===== src/rtl/bht_ctrl_pkg.sv =====
// Shared definitions for the branch-history-table controller: default
// geometry, controller state encoding, gshare index hash and taken test.
package bp_pkg;

  localparam int BP_N      = 2;
  localparam int BP_IDX_W  = 4;
  localparam int BP_HIST_W = 4;

  typedef enum logic {
    INIT = 1'b0,
    RUN  = 1'b1
  } bp_state_e;

  // gshare index: word-aligned PC bits XOR zero-extended history, masked to idx_w bits
  function automatic logic [31:0] bp_hash(input logic [31:0] pc,
                                          input logic [31:0] ghr,
                                          input int          idx_w);
    return ((pc >> 2) ^ ghr) & ((32'd1 << idx_w) - 32'd1);
  endfunction

  // A counter predicts taken when it sits in the upper half of its range
  function automatic logic bp_taken(input logic [31:0] ctr, input int n);
    return (ctr >= (32'd1 << (n - 1)));
  endfunction

endpackage


===== src/rtl/bht_ctrl_if.sv =====
// Fetch/resolve-side bundle of the branch-history-table controller.
// master = fetch + branch-resolve stages, slave = controller.
interface bht_ctrl_if #(parameter int IDX_W = bp_pkg::BP_IDX_W);

  logic             pred_valid;
  logic [31:0]      pred_pc;
  logic             pred_ready;
  logic             pred_resp_valid;
  logic             pred_taken;
  logic [IDX_W-1:0] pred_index;

  logic             upd_valid;
  logic [IDX_W-1:0] upd_index;
  logic             upd_taken;
  logic             upd_pred;
  logic             upd_ready;

  logic             init_done;
  logic [15:0]      mispred_cnt;

  modport master (
    output pred_valid, pred_pc, upd_valid, upd_index, upd_taken, upd_pred,
    input  pred_ready, pred_resp_valid, pred_taken, pred_index, upd_ready,
           init_done, mispred_cnt
  );

  modport slave (
    input  pred_valid, pred_pc, upd_valid, upd_index, upd_taken, upd_pred,
    output pred_ready, pred_resp_valid, pred_taken, pred_index, upd_ready,
           init_done, mispred_cnt
  );

endinterface


===== src/rtl/bht_ctr_next.sv =====
// Next value of an N-bit saturating counter: taken counts up, not-taken
// counts down, both clamped at the ends of the range.
module bht_ctr_next #(
  parameter int N = 2
) (
  input  logic [N-1:0] i_ctr,
  input  logic         i_taken,
  output logic [N-1:0] o_next
);

  // Saturating increment/decrement
  always_comb begin
    o_next = i_ctr;
    if (i_taken) begin
      if (i_ctr != '1) o_next = i_ctr + 1'b1;
    end else begin
      if (i_ctr != '0) o_next = i_ctr - 1'b1;
    end
  end

endmodule


===== src/rtl/bht_ctrl.sv =====
// Branch-history-table controller: gshare-indexed table of saturating
// counters, table clear after reset/flush, prediction and update ports,
// misprediction counter.
module bht_ctrl
  import bp_pkg::*;
#(
  parameter int N      = BP_N,
  parameter int IDX_W  = BP_IDX_W,
  parameter int HIST_W = BP_HIST_W
) (
  input  logic         clk,
  input  logic         reset,
  input  logic         flush,
  bht_ctrl_if.slave    bus
);

  localparam int DEPTH = 1 << IDX_W;

  bp_state_e          r_state;
  logic [IDX_W-1:0]   r_init_ptr;
  logic [HIST_W-1:0]  r_ghr;
  logic [15:0]        r_mispred;
  logic [N-1:0]       r_tbl [DEPTH];

  logic               r_vld_p0;
  logic [N-1:0]       r_ctr_p0;
  logic [IDX_W-1:0]   r_idx_p0;
  logic               r_vld_p1;
  logic               r_taken_p1;
  logic [IDX_W-1:0]   r_idx_p1;

  logic               w_run;
  logic               w_pred_acc;
  logic               w_upd_acc;
  logic [IDX_W-1:0]   w_pred_idx;
  logic [N-1:0]       w_upd_ctr;
  logic [N-1:0]       w_upd_next;

  assign w_run      = (r_state == RUN);
  assign w_pred_acc = w_run & bus.pred_valid & ~flush & ~reset;
  assign w_upd_acc  = w_run & bus.upd_valid  & ~flush & ~reset;
  assign w_pred_idx = IDX_W'(bp_hash(bus.pred_pc, 32'(r_ghr), IDX_W));
  assign w_upd_ctr  = r_tbl[bus.upd_index];

  bht_ctr_next #(.N(N)) u_ctr_next (
    .i_ctr   (w_upd_ctr),
    .i_taken (bus.upd_taken),
    .o_next  (w_upd_next)
  );

  // Control FSM: table-clear sequence, history register, mispredict count
  always_ff @(posedge clk) begin
    if (reset) begin
      r_state    <= INIT;
      r_init_ptr <= '0;
      r_ghr      <= '0;
      r_mispred  <= '0;
    end else if (flush) begin
      r_state    <= INIT;
      r_init_ptr <= '0;
      r_ghr      <= '0;
    end else begin
      case (r_state)
        INIT: begin
          r_init_ptr <= r_init_ptr + 1'b1;
          if (&r_init_ptr) r_state <= RUN;
        end
        RUN: begin
          if (w_upd_acc) begin
            r_ghr <= {r_ghr[HIST_W-2:0], bus.upd_taken};
            if ((bus.upd_pred != bus.upd_taken) && (r_mispred != 16'hFFFF))
              r_mispred <= r_mispred + 16'd1;
          end
        end
        default: r_state <= INIT;
      endcase
    end
  end

  // Counter table: zero-fill during INIT, saturating update in RUN
  always_ff @(posedge clk) begin
    if (r_state == INIT)
      r_tbl[r_init_ptr] <= '0;
    else if (w_upd_acc)
      r_tbl[bus.upd_index] <= w_upd_next;
  end

  // Stage p0: capture pre-edge counter value and index of an accepted request
  always_ff @(posedge clk) begin
    if (reset || flush) r_vld_p0 <= 1'b0;
    else                r_vld_p0 <= w_pred_acc;
  end

  // Stage p0 data path (no reset needed; qualified by r_vld_p0)
  always_ff @(posedge clk) begin
    if (w_pred_acc) begin
      r_ctr_p0 <= r_tbl[w_pred_idx];
      r_idx_p0 <= w_pred_idx;
    end
  end

  // Stage p1: registered response; flush squashes a request in flight
  always_ff @(posedge clk) begin
    if (reset) begin
      r_vld_p1   <= 1'b0;
      r_taken_p1 <= 1'b0;
      r_idx_p1   <= '0;
    end else if (flush) begin
      r_vld_p1   <= 1'b0;
    end else begin
      r_vld_p1 <= r_vld_p0;
      if (r_vld_p0) begin
        r_taken_p1 <= bp_taken(32'(r_ctr_p0), N);
        r_idx_p1   <= r_idx_p0;
      end
    end
  end

  assign bus.pred_ready      = w_run;
  assign bus.upd_ready       = w_run;
  assign bus.init_done       = w_run;
  assign bus.pred_resp_valid = r_vld_p1;
  assign bus.pred_taken      = r_taken_p1;
  assign bus.pred_index      = r_idx_p1;
  assign bus.mispred_cnt     = r_mispred;

endmodule

===== src/flat_wrapper.sv =====
// flat-port wrapper written by rule: the top's interface ports become plain ports
module bht_ctrl_flat import bp_pkg::*;
#(
  parameter int N      = BP_N,
  parameter int IDX_W  = BP_IDX_W,
  parameter int HIST_W = BP_HIST_W
)
  (clk, reset, flush, bus_pred_valid, bus_pred_pc, bus_upd_valid, bus_upd_index, bus_upd_taken, bus_upd_pred, bus_pred_ready, bus_pred_resp_valid, bus_pred_taken, bus_pred_index, bus_upd_ready, bus_init_done, bus_mispred_cnt);
  bht_ctrl_if #(.IDX_W(IDX_W)) bus_i ();
  input  logic clk;
  input  logic reset;
  input  logic flush;
  input wire logic [$bits(bus_i.pred_valid)-1:0] bus_pred_valid;
  input wire logic [$bits(bus_i.pred_pc)-1:0] bus_pred_pc;
  input wire logic [$bits(bus_i.upd_valid)-1:0] bus_upd_valid;
  input wire logic [$bits(bus_i.upd_index)-1:0] bus_upd_index;
  input wire logic [$bits(bus_i.upd_taken)-1:0] bus_upd_taken;
  input wire logic [$bits(bus_i.upd_pred)-1:0] bus_upd_pred;
  output wire logic [$bits(bus_i.pred_ready)-1:0] bus_pred_ready;
  output wire logic [$bits(bus_i.pred_resp_valid)-1:0] bus_pred_resp_valid;
  output wire logic [$bits(bus_i.pred_taken)-1:0] bus_pred_taken;
  output wire logic [$bits(bus_i.pred_index)-1:0] bus_pred_index;
  output wire logic [$bits(bus_i.upd_ready)-1:0] bus_upd_ready;
  output wire logic [$bits(bus_i.init_done)-1:0] bus_init_done;
  output wire logic [$bits(bus_i.mispred_cnt)-1:0] bus_mispred_cnt;
  assign bus_i.pred_valid = bus_pred_valid;
  assign bus_i.pred_pc = bus_pred_pc;
  assign bus_i.upd_valid = bus_upd_valid;
  assign bus_i.upd_index = bus_upd_index;
  assign bus_i.upd_taken = bus_upd_taken;
  assign bus_i.upd_pred = bus_upd_pred;
  assign bus_pred_ready = bus_i.pred_ready;
  assign bus_pred_resp_valid = bus_i.pred_resp_valid;
  assign bus_pred_taken = bus_i.pred_taken;
  assign bus_pred_index = bus_i.pred_index;
  assign bus_upd_ready = bus_i.upd_ready;
  assign bus_init_done = bus_i.init_done;
  assign bus_mispred_cnt = bus_i.mispred_cnt;
  bht_ctrl #(.N(N), .IDX_W(IDX_W), .HIST_W(HIST_W)) u_core (.clk(clk), .reset(reset), .flush(flush), .bus(bus_i));
endmodule

===== config.mk =====
export PLATFORM = sky130hd
export DESIGN_NAME = bht_ctrl_flat
export DESIGN_NICKNAME = d
export VERILOG_FILES = /design/src/rtl/bht_ctrl_pkg.sv /design/src/rtl/bht_ctrl_if.sv /design/src/rtl/bht_ctr_next.sv /design/src/rtl/bht_ctrl.sv /design/src/flat_wrapper.sv
export SDC_FILE = /design/constraint.sdc
export NUM_CORES = 1
export LEC_CHECK = 0
export ABC_AREA = 1
export BUFFER_PORTS_ARGS = -buffer_cell sky130_fd_sc_hd__clkbuf_2
export CAP_MARGIN = 20
export CORE_ASPECT_RATIO = 0.5
export CORE_MARGIN = 3
export CORE_UTILIZATION = 25
export DETAILED_ROUTE_END_ITERATION = 16
export PLACE_DENSITY = 0.54
export SKIP_CTS_REPAIR_TIMING = 1
export SYNTH_ARGS = -nofsm -noshare
export SYNTH_HDL_FRONTEND = slang
export SYNTH_HIERARCHICAL = 1
export SYNTH_SLANG_ARGS = --single-unit

===== constraint.sdc =====
create_clock -name clk -period 2 [get_ports clk]
set_input_delay 0.1 -clock clk [delete_from_list [all_inputs] [get_ports clk]]
set_output_delay 0.1 -clock clk [all_outputs]
set_load 0.01 [all_outputs]

==> flow_summary_export.csv <==
group,metric,value,unit
logic_synthesis,syn_nets,489,
floorplan,core_region_area,13200,um^2
timing,clock.fmax,0.553,GHz
floorplan,dieWidth,173,um
timing,slew_headroom,0.729,
power,total_leakage_power,1.81,nW
place,io_buffers,39,
critical_path,crit_path_start_kind,"register",
finish,drive_gt1_frac,0.187,
clocking,path_clk_slew,0.06,ns
drt,wl,8.16,mm
place,dpl_cell_area,4010,um^2
drt,drt_iter0_markers,146,
finish,final_common_cell,"nand2_1",
critical_path,crit_chain,"nand3_4 -> o21ai_0 -> nand3_1 -> nor2_1",
critical_path,reg2reg_slack,0.19,ns
power,powerDensity,802,nW/um^2
finish,final_cell_mix,"nand2_1 (101), inv_1 (62), nor2_1 (51)",
logic_synthesis,synth_compound_area_frac,0.104,
timing,finClkSkew,0.00869,ns
logic_synthesis,synthArstFlopShare,0,
logic_synthesis,syn_avg_cell_area,7.88,um^2
power,power.total,0.00350,W
critical_path,r2r-start,"u_core/bus.init_done",
grt,grt_overflow,0,
min_path,holdPathStages,2,
timing,fin_ws,0.192,ns
drt,wl_per_cell,11.8,um
timing,rsz0062_at_grt,"no",
place,gp_congestion,0.824,
drt,vias,2938,
flow_run,cap_violations,0,
finish,diodes,0,
logic_synthesis,yosysWarnings,6,
grt,antenna_found_initial,0,
clocking,clock-sinks,69,
finish,nets,548,
floorplan,die_y,89.6,um
logic_synthesis,synth.mux.area_fraction,0,
critical_path,path_max_fanout,19,
critical_path,crit_slowest_cell,"dfxtp_1",
clocking,cts_tree,"done",
drt,drtPass1Iterations,5,
timing,hold_viol,0,
floorplan,die_area,15500,um^2
timing,drv_slew,0,
timing,fin_crit_sh,0.904,
logic_synthesis,synth_fa_ha_area_frac,0.00715,
critical_path,critPathRequiredTime,2.02,ns
logic_synthesis,synthSimpleGateAreaFrac,0.273,
grt,grt_pass1_vias,2730,
floorplan,rows,29,
grt,grt_pass1_wl,13.3,mm
grt,grt_max_degree,20,
floorplan,io_pins,68,
timing,period_needed,1.81,ns
critical_path,worst-setup-path-type,"register to register",
power,ir_drop,0.330,mV
clocking,root_buffer,"clkbuf_16",
logic_synthesis,synthCells,444,
timing,tns,0,ns
min_path,hold_end,"u_core/r_vld_p0",
drt,viasPerCell,4.23,
drt,ant_nets,0,
clocking,h-tree-depth,3,
run_status,outcome,"finished clean",
critical_path,r2r_cells,4,
timing,whs,0.0360,ns
timing,setup_violations,0,
critical_path,cp_slowest_stage_delay,0.37,ns
finish,area_growth,24.8,%
logic_synthesis,synth_top_family_by_area,"simple AND/OR/NAND/NOR gates",
finish,design_area,4370,um^2
timing,worstMarginPinSlew,0.405,ns
clocking,clock_path_buffers,2,
min_path,min-delay-start,"bus_pred_valid",
critical_path,cp.arrival,1.83,ns
min_path,hp-class,"input pin to register",
logic_synthesis,ys_seq_elements,69,
logic_synthesis,syn_area,3500,um^2
place,place_ws,-0.213,ns
logic_synthesis,synth_ff_type,"edfxtp_1",
logic_synthesis,seq_area_frac_synth,0.501,
logic_synthesis,yosys.area_share.xor_xnor,0.0225,
place,hpwl,6.25,mm
drt,route.detailed.drc,0,
logic_synthesis,synth_edf_count,37,
clocking,cts_buffers,9,
floorplan,initial_utilization,0.266,
clocking,clock_latency,0.34,ns
logic_synthesis,synth_cell_types,29,
critical_path,endpoint_kind,"register",
grt,grt_usage,0.109,
critical_path,rr_endpoint,"u_core/r_tbl[7][1]",
-- per-layer routing --
metal	vias up	global-route usage	part of all wire
met5	-	0	0
met4	0	0.0426	0.015
met3	10	0.0323	0.041
met2	46	0.181	0.46
met1	1318	0.135	0.49
li1	1564	-	-
-- how the worst max path moves through the flow --
stage                    startpoint                 end  slack, ns  cells past startpoint
2_1_floorplan      bus_upd_index[0]  u_core/r_tbl[0][0]       0.18                     11
3_3_place_gp       bus_upd_index[0]  u_core/r_tbl[5][0]      -0.16                     12
3_5_place_dp       bus_upd_index[0]  u_core/r_tbl[4][0]      -0.21                     12
4_1_cts          u_core/r_tbl[1][1]  u_core/r_tbl[2][0]      -0.14                     10
5_1_grt        u_core/bus.init_done  u_core/r_tbl[7][1]       0.04                      4
6_report       u_core/bus.init_done  u_core/r_tbl[7][1]       0.19                      4
-- synthesized netlist by cell type (2+ instances only) --
library cell,n,share of area
o21ai_1,3,0.0043
nand3_1,46,0.066
edfxtp_1,37,0.32
nand2_1,101,0.11
clkbuf_1,3,0.0032
and3_1,2,0.0036
a21oi_1,24,0.034
nand2_2,4,0.0072
buf_6,2,0.0064
buf_4,2,0.0043
ha_1,2,0.0072
nor2_2,2,0.0036
nor3_1,2,0.0029
dfxtp_1,32,0.18
clkinv_1,3,0.0032
o21ai_0,31,0.044
nor2_4,3,0.0097
nor2_1,52,0.056
nand4_1,4,0.0072
a21oi_2,7,0.018
xor2_1,5,0.013
xnor2_1,4,0.010
buf_2,5,0.0072
inv_1,62,0.067
nand3b_1,2,0.0043
-- sequential cells by signal, indices dropped and copies added (netlist names) --
name,count
u_core/r_ctr_p0,1
u_core/bus.pred_taken,1
u_core/bus.init_done,1
u_core/r_init_ptr,4
u_core/bus.mispred_cnt,16
u_core/r_ghr,4
u_core/r_idx_p0,4
u_core/bus.pred_resp_valid,1
u_core/r_vld_p0,1
u_core/bus.pred_index,4
u_core/r_tbl,32
-- kinds of logic (layout without fill, tap and decap cells) --
family	count (synthesis)	in the layout
AND/OR/NAND/NOR	219	219
flip-flops	69	69
adder cells (fa/ha/maj)	2	2
AO/OA/AOI/OAI	67	67
XOR/XNOR	9	9
buffers and inverters	78	142
-- final cells by class --
type                    instances  area [um^2]
flip-flops and latches         69         1750
clock buffers                   9          225
multi-input cells             297         1430
fillers                      1419         8810
inverters                      66          248
clock inverters                 7          123
well taps                     186          233
repair buffers                 60          353
-- per-stage QoR --
stage               cells   util
global route          694  0.331
floorplan             444      -
detailed placement    678  0.304
global placement      678  0.304
CTS                   694  0.331
finish                694  0.331
-- worst max-delay path: cells and delay by family (launching register included) --
kind	cells	cell delay [ns]
DFF	1	0.37
AOI/OAI and AO/OA	1	0.36
and+or+nand+nor	3	0.76
-- report_power, final --
| part | total [W] | switching (W) | leakage [nW] | internal (W) |
|---|---|---|---|---|
| clock network | 0.00184 | 0.000622 | 0.162 | 0.00122 |
| logic | 0.000164 | 0.000105 | 0.991 | 0.0000592 |
| registers | 0.00149 | 0.00000383 | 0.653 | 0.00149 |
| total | 0.00350 | 0.000730 | 1.81 | 0.00277 |
Note: power is estimated with default switching activity, not from simulation.
